==> src/rtl/ddr_out_serializer_if.sv <==
// Handshake and ODDR-side bus of ddr_out_serializer: parallel words in, per-lane D1/D2 bit pairs out.
interface ddr_out_serializer_if #(
    parameter int CHANNELS = 2,
    parameter int WORD_W   = 8
);
    logic [CHANNELS*WORD_W-1:0] s_data;
    logic                       s_last;
    logic                       s_valid;
    logic                       s_ready;
    logic [CHANNELS-1:0]        q_d1;
    logic [CHANNELS-1:0]        q_d2;
    logic                       q_valid;
    logic                       q_last;

    modport master (
        output s_data, s_last, s_valid,
        input  s_ready, q_d1, q_d2, q_valid, q_last
    );

    modport slave (
        input  s_data, s_last, s_valid,
        output s_ready, q_d1, q_d2, q_valid, q_last
    );
endinterface

==> src/rtl/ddr_out_serializer.sv <==
// Multi-lane word-to-ODDR serializer with one-word skid buffer, clock-enable pause,
// frame-end marking, idle insertion and sticky underrun detection.
module ddr_out_serializer #(
    parameter int   CHANNELS  = 2,
    parameter int   WORD_W    = 8,
    parameter bit   MSB_FIRST = 1'b1,
    parameter logic IDLE_VAL  = 1'b0
) (
    input  logic                 clk,
    input  logic                 rst,
    input  logic                 en,
    input  logic                 clr_underrun,
    output logic                 underrun,
    ddr_out_serializer_if.slave  bus
);
    localparam int BEATS = WORD_W / 2;
    localparam int CW    = (BEATS > 1) ? $clog2(BEATS) : 1;
    localparam logic [CW-1:0] LAST_BEAT = CW'(BEATS - 1);

    logic [CHANNELS*WORD_W-1:0]       hold_data;
    logic                             hold_last;
    logic                             hold_valid;
    logic [CHANNELS-1:0][WORD_W-1:0]  sh;
    logic [CW-1:0]                    cnt;
    logic                             last_flag;
    logic                             active;
    logic [CHANNELS-1:0]              d1_r;
    logic [CHANNELS-1:0]              d2_r;
    logic                             last_r;

    logic                             transfer;
    logic                             shift_free;
    logic                             load_hold;
    logic                             load_in;
    logic                             starve;
    logic [CHANNELS*WORD_W-1:0]       load_data;
    logic                             load_last;
    logic [CHANNELS-1:0][WORD_W-1:0]  norm;

    assign bus.s_ready = !hold_valid && !rst;
    assign transfer    = bus.s_valid && bus.s_ready;
    assign shift_free  = !active || (cnt == LAST_BEAT);
    assign load_hold   = en && shift_free && hold_valid;
    assign load_in     = en && shift_free && !hold_valid && transfer;
    assign starve      = en && active && (cnt == LAST_BEAT) && !last_flag
                         && !hold_valid && !transfer;
    assign load_data   = hold_valid ? hold_data : bus.s_data;
    assign load_last   = hold_valid ? hold_last : bus.s_last;

    // LSB-first words are bit-reversed on load so the shifter always emits from the top.
    always_comb begin
        for (int c = 0; c < CHANNELS; c++) begin
            for (int b = 0; b < WORD_W; b++) begin
                norm[c][b] = MSB_FIRST ? load_data[c*WORD_W + b]
                                       : load_data[c*WORD_W + WORD_W - 1 - b];
            end
        end
    end

    // NOTE: all state uses non-blocking assignments so every register samples pre-edge values.
    always_ff @(posedge clk or posedge rst) begin
        if (rst) begin
            hold_valid <= 1'b0;
            hold_last  <= 1'b0;
            hold_data  <= '0;
        end else if (transfer && !load_in) begin
            hold_data  <= bus.s_data;
            hold_last  <= bus.s_last;
            hold_valid <= 1'b1;
        end else if (load_hold) begin
            hold_valid <= 1'b0;
        end
    end

    always_ff @(posedge clk or posedge rst) begin
        if (rst) begin
            active    <= 1'b0;
            cnt       <= '0;
            last_flag <= 1'b0;
            sh        <= '0;
            d1_r      <= {CHANNELS{IDLE_VAL}};
            d2_r      <= {CHANNELS{IDLE_VAL}};
            last_r    <= 1'b0;
            underrun  <= 1'b0;
        end else begin
            // Set is written after clear so a coincident starvation wins.
            if (clr_underrun) underrun <= 1'b0;
            if (starve)       underrun <= 1'b1;

            if (en) begin
                if (load_hold || load_in) begin
                    active    <= 1'b1;
                    cnt       <= '0;
                    last_flag <= load_last;
                    last_r    <= load_last && (BEATS == 1);
                    for (int c = 0; c < CHANNELS; c++) begin
                        sh[c]   <= norm[c] << 2;
                        d1_r[c] <= norm[c][WORD_W-1];
                        d2_r[c] <= norm[c][WORD_W-2];
                    end
                end else if (shift_free) begin
                    active <= 1'b0;
                    cnt    <= '0;
                    last_r <= 1'b0;
                    d1_r   <= {CHANNELS{IDLE_VAL}};
                    d2_r   <= {CHANNELS{IDLE_VAL}};
                end else begin
                    cnt    <= cnt + CW'(1);
                    last_r <= last_flag && ((cnt + CW'(1)) == LAST_BEAT);
                    for (int c = 0; c < CHANNELS; c++) begin
                        sh[c]   <= sh[c] << 2;
                        d1_r[c] <= sh[c][WORD_W-1];
                        d2_r[c] <= sh[c][WORD_W-2];
                    end
                end
            end
        end
    end

    assign bus.q_d1    = d1_r;
    assign bus.q_d2    = d2_r;
    assign bus.q_valid = active;
    assign bus.q_last  = last_r;
endmodule

==> src/flat_wrapper.sv <==
// flat-port wrapper written by rule: the top's interface ports become plain ports
module ddr_out_serializer_flat 
#(
    parameter int   CHANNELS  = 2,
    parameter int   WORD_W    = 8,
    parameter bit   MSB_FIRST = 1'b1,
    parameter logic IDLE_VAL  = 1'b0
)
  (clk, rst, en, clr_underrun, underrun, bus_s_data, bus_s_last, bus_s_valid, bus_s_ready, bus_q_d1, bus_q_d2, bus_q_valid, bus_q_last);
  ddr_out_serializer_if #(.CHANNELS(CHANNELS), .WORD_W(WORD_W)) bus_i ();
  input  logic clk;
  input  logic rst;
  input  logic en;
  input  logic clr_underrun;
  output logic underrun;
  input wire logic [$bits(bus_i.s_data)-1:0] bus_s_data;
  input wire logic [$bits(bus_i.s_last)-1:0] bus_s_last;
  input wire logic [$bits(bus_i.s_valid)-1:0] bus_s_valid;
  output wire logic [$bits(bus_i.s_ready)-1:0] bus_s_ready;
  output wire logic [$bits(bus_i.q_d1)-1:0] bus_q_d1;
  output wire logic [$bits(bus_i.q_d2)-1:0] bus_q_d2;
  output wire logic [$bits(bus_i.q_valid)-1:0] bus_q_valid;
  output wire logic [$bits(bus_i.q_last)-1:0] bus_q_last;
  assign bus_i.s_data = bus_s_data;
  assign bus_i.s_last = bus_s_last;
  assign bus_i.s_valid = bus_s_valid;
  assign bus_s_ready = bus_i.s_ready;
  assign bus_q_d1 = bus_i.q_d1;
  assign bus_q_d2 = bus_i.q_d2;
  assign bus_q_valid = bus_i.q_valid;
  assign bus_q_last = bus_i.q_last;
  ddr_out_serializer #(.CHANNELS(CHANNELS), .WORD_W(WORD_W), .MSB_FIRST(MSB_FIRST), .IDLE_VAL(IDLE_VAL)) u_core (.clk(clk), .rst(rst), .en(en), .clr_underrun(clr_underrun), .underrun(underrun), .bus(bus_i));
endmodule
==> config.mk <==
export PLATFORM = sky130hd
export DESIGN_NAME = ddr_out_serializer_flat
export DESIGN_NICKNAME = d
export VERILOG_FILES = /design/src/rtl/ddr_out_serializer_if.sv /design/src/rtl/ddr_out_serializer.sv /design/src/flat_wrapper.sv
export SDC_FILE = /design/constraint.sdc
export NUM_CORES = 1
export LEC_CHECK = 0
export CAP_MARGIN = 20
export CORE_MARGIN = 1.5
export CORE_UTILIZATION = 57
export DETAILED_ROUTE_END_ITERATION = 6
export GPL_ROUTABILITY_DRIVEN = 0
export PLACE_DENSITY_LB_ADDON = 0.2
export SYNTH_ARGS = -nofsm -noshare
export SYNTH_HDL_FRONTEND = slang
export SYNTH_SLANG_ARGS = --single-unit
==> constraint.sdc <==
create_clock -name clk -period 3.2 [get_ports clk]
set_input_delay 0.32 -clock clk [delete_from_list [all_inputs] [get_ports clk]]
set_output_delay 0.32 -clock clk [all_outputs]
set_load 0.01 [all_outputs]
# Word level (Yosys, flattened, before mapping)

Index checks and enable logic that the tools add are counted.

Register bits after elaboration: 44
Input bits: 22
Output and inout bits: 8
Logic and storage cells: 61

Add/subtract/negate cells: 1
Eq/ne operators: 3
Mux-type cells: 18
Reduce and logical (&&, ||, !) cells: 27

Operators with widths:

| kind                  | number |
|---|---|
| $mux W16              | 3 |
| $logic_and A1 B1 Y1   | 13 |
| $mux W2               | 6 |
| $mux W1               | 9 |
| $logic_not A1 Y1      | 6 |
| $reduce_and A2 Y1     | 3 |
| $reduce_bool A2 Y1    | 3 |
| $eq A2 B2 Y1 const B  | 2 |
| $add A2 B1 Y2 const B | 1 |
| $logic_or A1 B1 Y1    | 2 |
| $ne A2 B2 Y1 const B  | 1 |

# Depth between registers and ports, before layout

Depth in word-level cells: 8
Gate-level depth with buffers: 7

# Worst setup path before layout

OpenSTA, ideal clock, no wires.

Kind: register to register
Start point: reg u_core.cnt[1]
End point: reg u_core.hold_data[0]
Library setup time: 0.125 ns
Data arrival time: 1.495 ns
Path slack: 1.580 ns
Cell stages (with the launch flop): 6
Period minus slack after synthesis: 1.620 ns
Cell sequence: dfrtp_1 ha_1 nand2b_4 a21oi_4 buf_8 mux2_2

Word-level cells in the longest chain between the ends: 7

Ends and longest elaborated chain:

| what                              | line                      | text |
|---|---|---|
| start: declaration                | ddr_out_serializer.sv:24  | `logic [CW-1:0] cnt;` |
| start signal: assignment          | ddr_out_serializer.sv:108 | `cnt <= cnt + CW'(1);` |
| $eq A2 B2 Y1                      | ddr_out_serializer.sv:42  | `assign shift_free = !active \|\| (cnt == LAST_BEAT);` |
| $logic_or A1 B1 Y1                | ddr_out_serializer.sv:42  |  |
| $logic_and A1 B1 Y1 (3 in series) | ddr_out_serializer.sv:44  | `assign load_in = en && shift_free && !hold_valid && transfer;` |
| $logic_not A1 Y1                  | ddr_out_serializer.sv:66  | `end else if (transfer && !load_in) begin` |
| $logic_and A1 B1 Y1               | ddr_out_serializer.sv:66  |  |
| end signal: assignment            | ddr_out_serializer.sv:67  | `hold_data <= bus.s_data;` |
| end: declaration                  | ddr_out_serializer.sv:20  | `logic [CHANNELS*WORD_W-1:0] hold_data;` |

No other way between the ends.
A chain may end at the register's enable or synchronous reset.

# Worst setup path after layout

Start point: reg u_core.hold_valid
End point: out bus_s_ready

Word-level cells in the longest chain between the ends: 2

Ends and longest elaborated chain:

| what                     | line                     | text |
|---|---|---|
| start: declaration       | ddr_out_serializer.sv:22 | `logic hold_valid;` |
| start signal: assignment | ddr_out_serializer.sv:63 | `hold_valid <= 1'b0;` |
| start signal: assignment | ddr_out_serializer.sv:69 | `hold_valid <= 1'b1;` |
| start signal: assignment | ddr_out_serializer.sv:71 | `hold_valid <= 1'b0;` |
| $logic_not A1 Y1         | ddr_out_serializer.sv:40 | `assign bus.s_ready = !hold_valid && !rst;` |
| $logic_and A1 B1 Y1      | ddr_out_serializer.sv:40 |  |
| end: declaration         | flat_wrapper.sv:19       | `output wire logic [$bits(bus_i.s_ready)-1:0] bus_s_ready;` |

No other way between the ends.

==> impl_metrics.yaml <==
run_status:
  status: "finished, final reports clean"
sta:
  rsz0062_at_grt: "no"
  worst_pin_slew_ns: 0.7438
  fin_crit_ns: 2.036
  maxSlewViolCount: 0
  finalSetupViolCount: 0
  hold_viol: 0
  max_freq_ghz: 0.4913
  post-route-period-util: 0.6361
  finalClockSkew_ns: 0.006642
  slew_headroom: 0.5026
  timing.setup.tns_ns: 0
finish:
  drive_above_1_share: 0.2246
  area_growth_pct: 18.24
  n_fill_cell: 245
  fin_nets: 210
  mostFrequentLayoutCells: "dfrtp_1 (40), clkdlybuf4s50_1 (29), mux2_2 (26)"
  layout_commonest_cell: "dfrtp_1"
  antenna_cells: 0
global_route:
  grt_start_max_net_pins: 22
  grt-ovfl-total: 0
  track_usage: 0.2132
  grt_pass1_vias: 1246
  grt_pass1_wl_um: 5520
  antenna_found_initial: 0
die:
  fp.dieH_um: 60.95
  num_rows: 20
  ioPinCount: 30
  fp.dieW_um: 60.95
  start_util: 0.6120
  core-area_sq_um: 3128
  die-area_sq_um: 3715
route:
  ant_nets: 0
  drt_iter0_markers: 36
  drt-total-wl_um: 3323
  dr_total_vias: 1251
  via_per_inst: 5.416
  drc_errors: 0
  wire_per_inst_um: 14.39
  first_pass_iters: 5
worst_setup_path:
  rrSetupSlack_ns: 1.33
  r2r_start: "u_core.hold_valid$_DFFE_PP0P_"
  cp-end-kind: "output port"
  worstPathArrival_ns: 1.72
  worstSetupPathType: "reg -> out"
  cp-start-kind: "register"
  worst-path-max-fanout: 12
  ff2ff_path_depth: 4
  reg2reg_to: "u_core.hold_data[15]$_DFFE_PP0P_"
  cp_data_required_time_ns: 2.88
clock_network:
  clkLatencyLatePin_ns: 0.35
  cts_max_level: 2
  cts-root-buf: "clkbuf_4"
  tritoncts: "done"
  cts_setup_buffers: 0
  cts_buffers: 5
  clock_sinks: 40
  cts_buffer_depth: 2
  cts_hold_buf: 0
  clkTransAtPathRegs_ns: 0.11
  cts_resized: 0
logic_synthesis:
  synth-seq-cells: 40
  syn-num-nets: 180
  yosys.area.top_type_share: 0.5229
  syn_inst: 156
  syn_area_sq_um: 1914
  synth.distinct_cells: 29
  synth.largest_area_cell: "dfrtp_1"
  synth_area_leaders: "dfrtp_1 (52%), mux2_2 (15%), mux2i_1 (8.9%)"
  yosys_warnings: 0
  yosysSeqAreaShare: 0.5229
  synth_area_per_cell_sq_um: 12.27
place:
  dp_hpwl_um: 2294
  numPortBuffers: 29
run:
  drv_cap: 0
hold_path:
  min_path_type: "in -> async"
power_and_ir_drop:
  irDropWorstVdd_mv: 0.4705
  p_leak_nw: 1.024
  power.density_nw_per_um2: 794.1
  p_total_mw: 1.797
==> final cells by class <==
| cell class | count | area [sq um] | share of cell area |
|---|---|---|---|
| Sequential cell | 40 | 1001 | 0.4422 |
| Multi-Input combinational cell | 98 | 798.3 | 0.3527 |
| Timing Repair Buffer | 33 | 320.3 | 0.1415 |
| Clock buffer | 8 | 58.81 | 0.02598 |
| Tap cell | 44 | 55.05 | 0.02432 |
| Inverter | 8 | 30.03 | 0.01327 |
==> logic make-up after synthesis <==
kind of cell / after synthesis / synth area share
buffers and inverters: 18 / 0.06013
multiplexers: 43 / 0.2418
adder cells (fa/ha/maj): 2 / 0.01307
AND/OR/NAND/NOR: 28 / 0.07386
AO/OA/AOI/OAI: 25 / 0.08824
flip-flops: 40 / 0.5229
==> how the worst max path moves through the flow <==
stage	start	endpoint	slack (ns)	cells past startpoint
after floorplan	u_core.cnt[1]$_DFFE_PP0P_	u_core.hold_data[0]$_DFFE_PP0P_	1.58	5
after global placement	en	u_core.hold_last$_DFFE_PP0P_	0.91	3
after detailed placement	en	u_core.hold_data[11]$_DFFE_PP0P_	0.89	3
after CTS	u_core.cnt[1]$_DFFE_PP0P_	u_core.sh[4]$_DFFE_PP0P_	1.11	4
after global routing	u_core.hold_valid$_DFFE_PP0P_	bus_s_ready	1.03	2
final	u_core.hold_valid$_DFFE_PP0P_	bus_s_ready	1.16	2
==> report_power, final <==
part	total, mW	internal, mW	switching, mW
Combinational	0.679	0.388	0.291
Sequential	0.853	0.714	0.139
Clock	0.266	0.109	0.157
Total	1.80	1.21	0.587
==> synth_stat cells <==
library cell	instances
dfrtp_1	40
buf_8	1
buf_6	3
nand3_1	5
nor2_1	1
a21boi_0	1
buf_4	3
o211ai_1	1
a22o_1	1
nand4_1	1
nand2_2	1
o21ai_1	2
mux2_2	26
nor2_2	1
nor2b_1	2
o221ai_1	4
nand2_1	14
nand4b_1	1
a21oi_4	1
o21ai_0	13
o31ai_2	1
buf_2	2
mux2i_1	17
or2_2	1
clkbuf_1	1
nand2b_4	1
inv_1	8
ha_1	2
o22ai_1	1
==> metal layers <==
layer / share of wire / GRT usage / vias up / wire length (um)
li1: - / - / 610 / -
met1: 0.44 / 0.2538 / 606 / 1477
met2: 0.50 / 0.3441 / 30 / 1650
met3: 0.043 / 0.07676 / 5 / 142
met4: 0.016 / 0.1025 / 0 / 52
met5: 0 / 0 / - / 0
==> stage by stage <==
stage	cells	utilization	worst slack [ns]	area [sq um]	hold slack, ns
after global placement	222	0.7024	0.9108	2197	0.4631
after floorplan	156	-	1.580	1914	0.4285
after CTS	230	0.7212	1.111	2256	0.4761
final	231	0.7236	1.164	2263	0.4612
after detailed placement	222	0.7024	0.8915	2197	0.4702
after global routing	231	0.7236	1.034	2263	0.4859
==> worst max-delay path, cell delays in order (launching register included) <==
cell,delay [ns]
dfrtp_1,0.61
nor2_2,0.22
clkdlybuf4s50_1,0.55
==> state kept, by name, summed over array words and instances (netlist names), 2 cells and up <==
| name | cells |
|---|---|
| u_core.hold_data | 16 |
| u_core.bus.q_d2 | 2 |
| u_core.cnt | 2 |
| u_core.bus.q_d1 | 2 |
| u_core.sh | 12 |
Note: power is estimated with default switching activity, not from simulation.
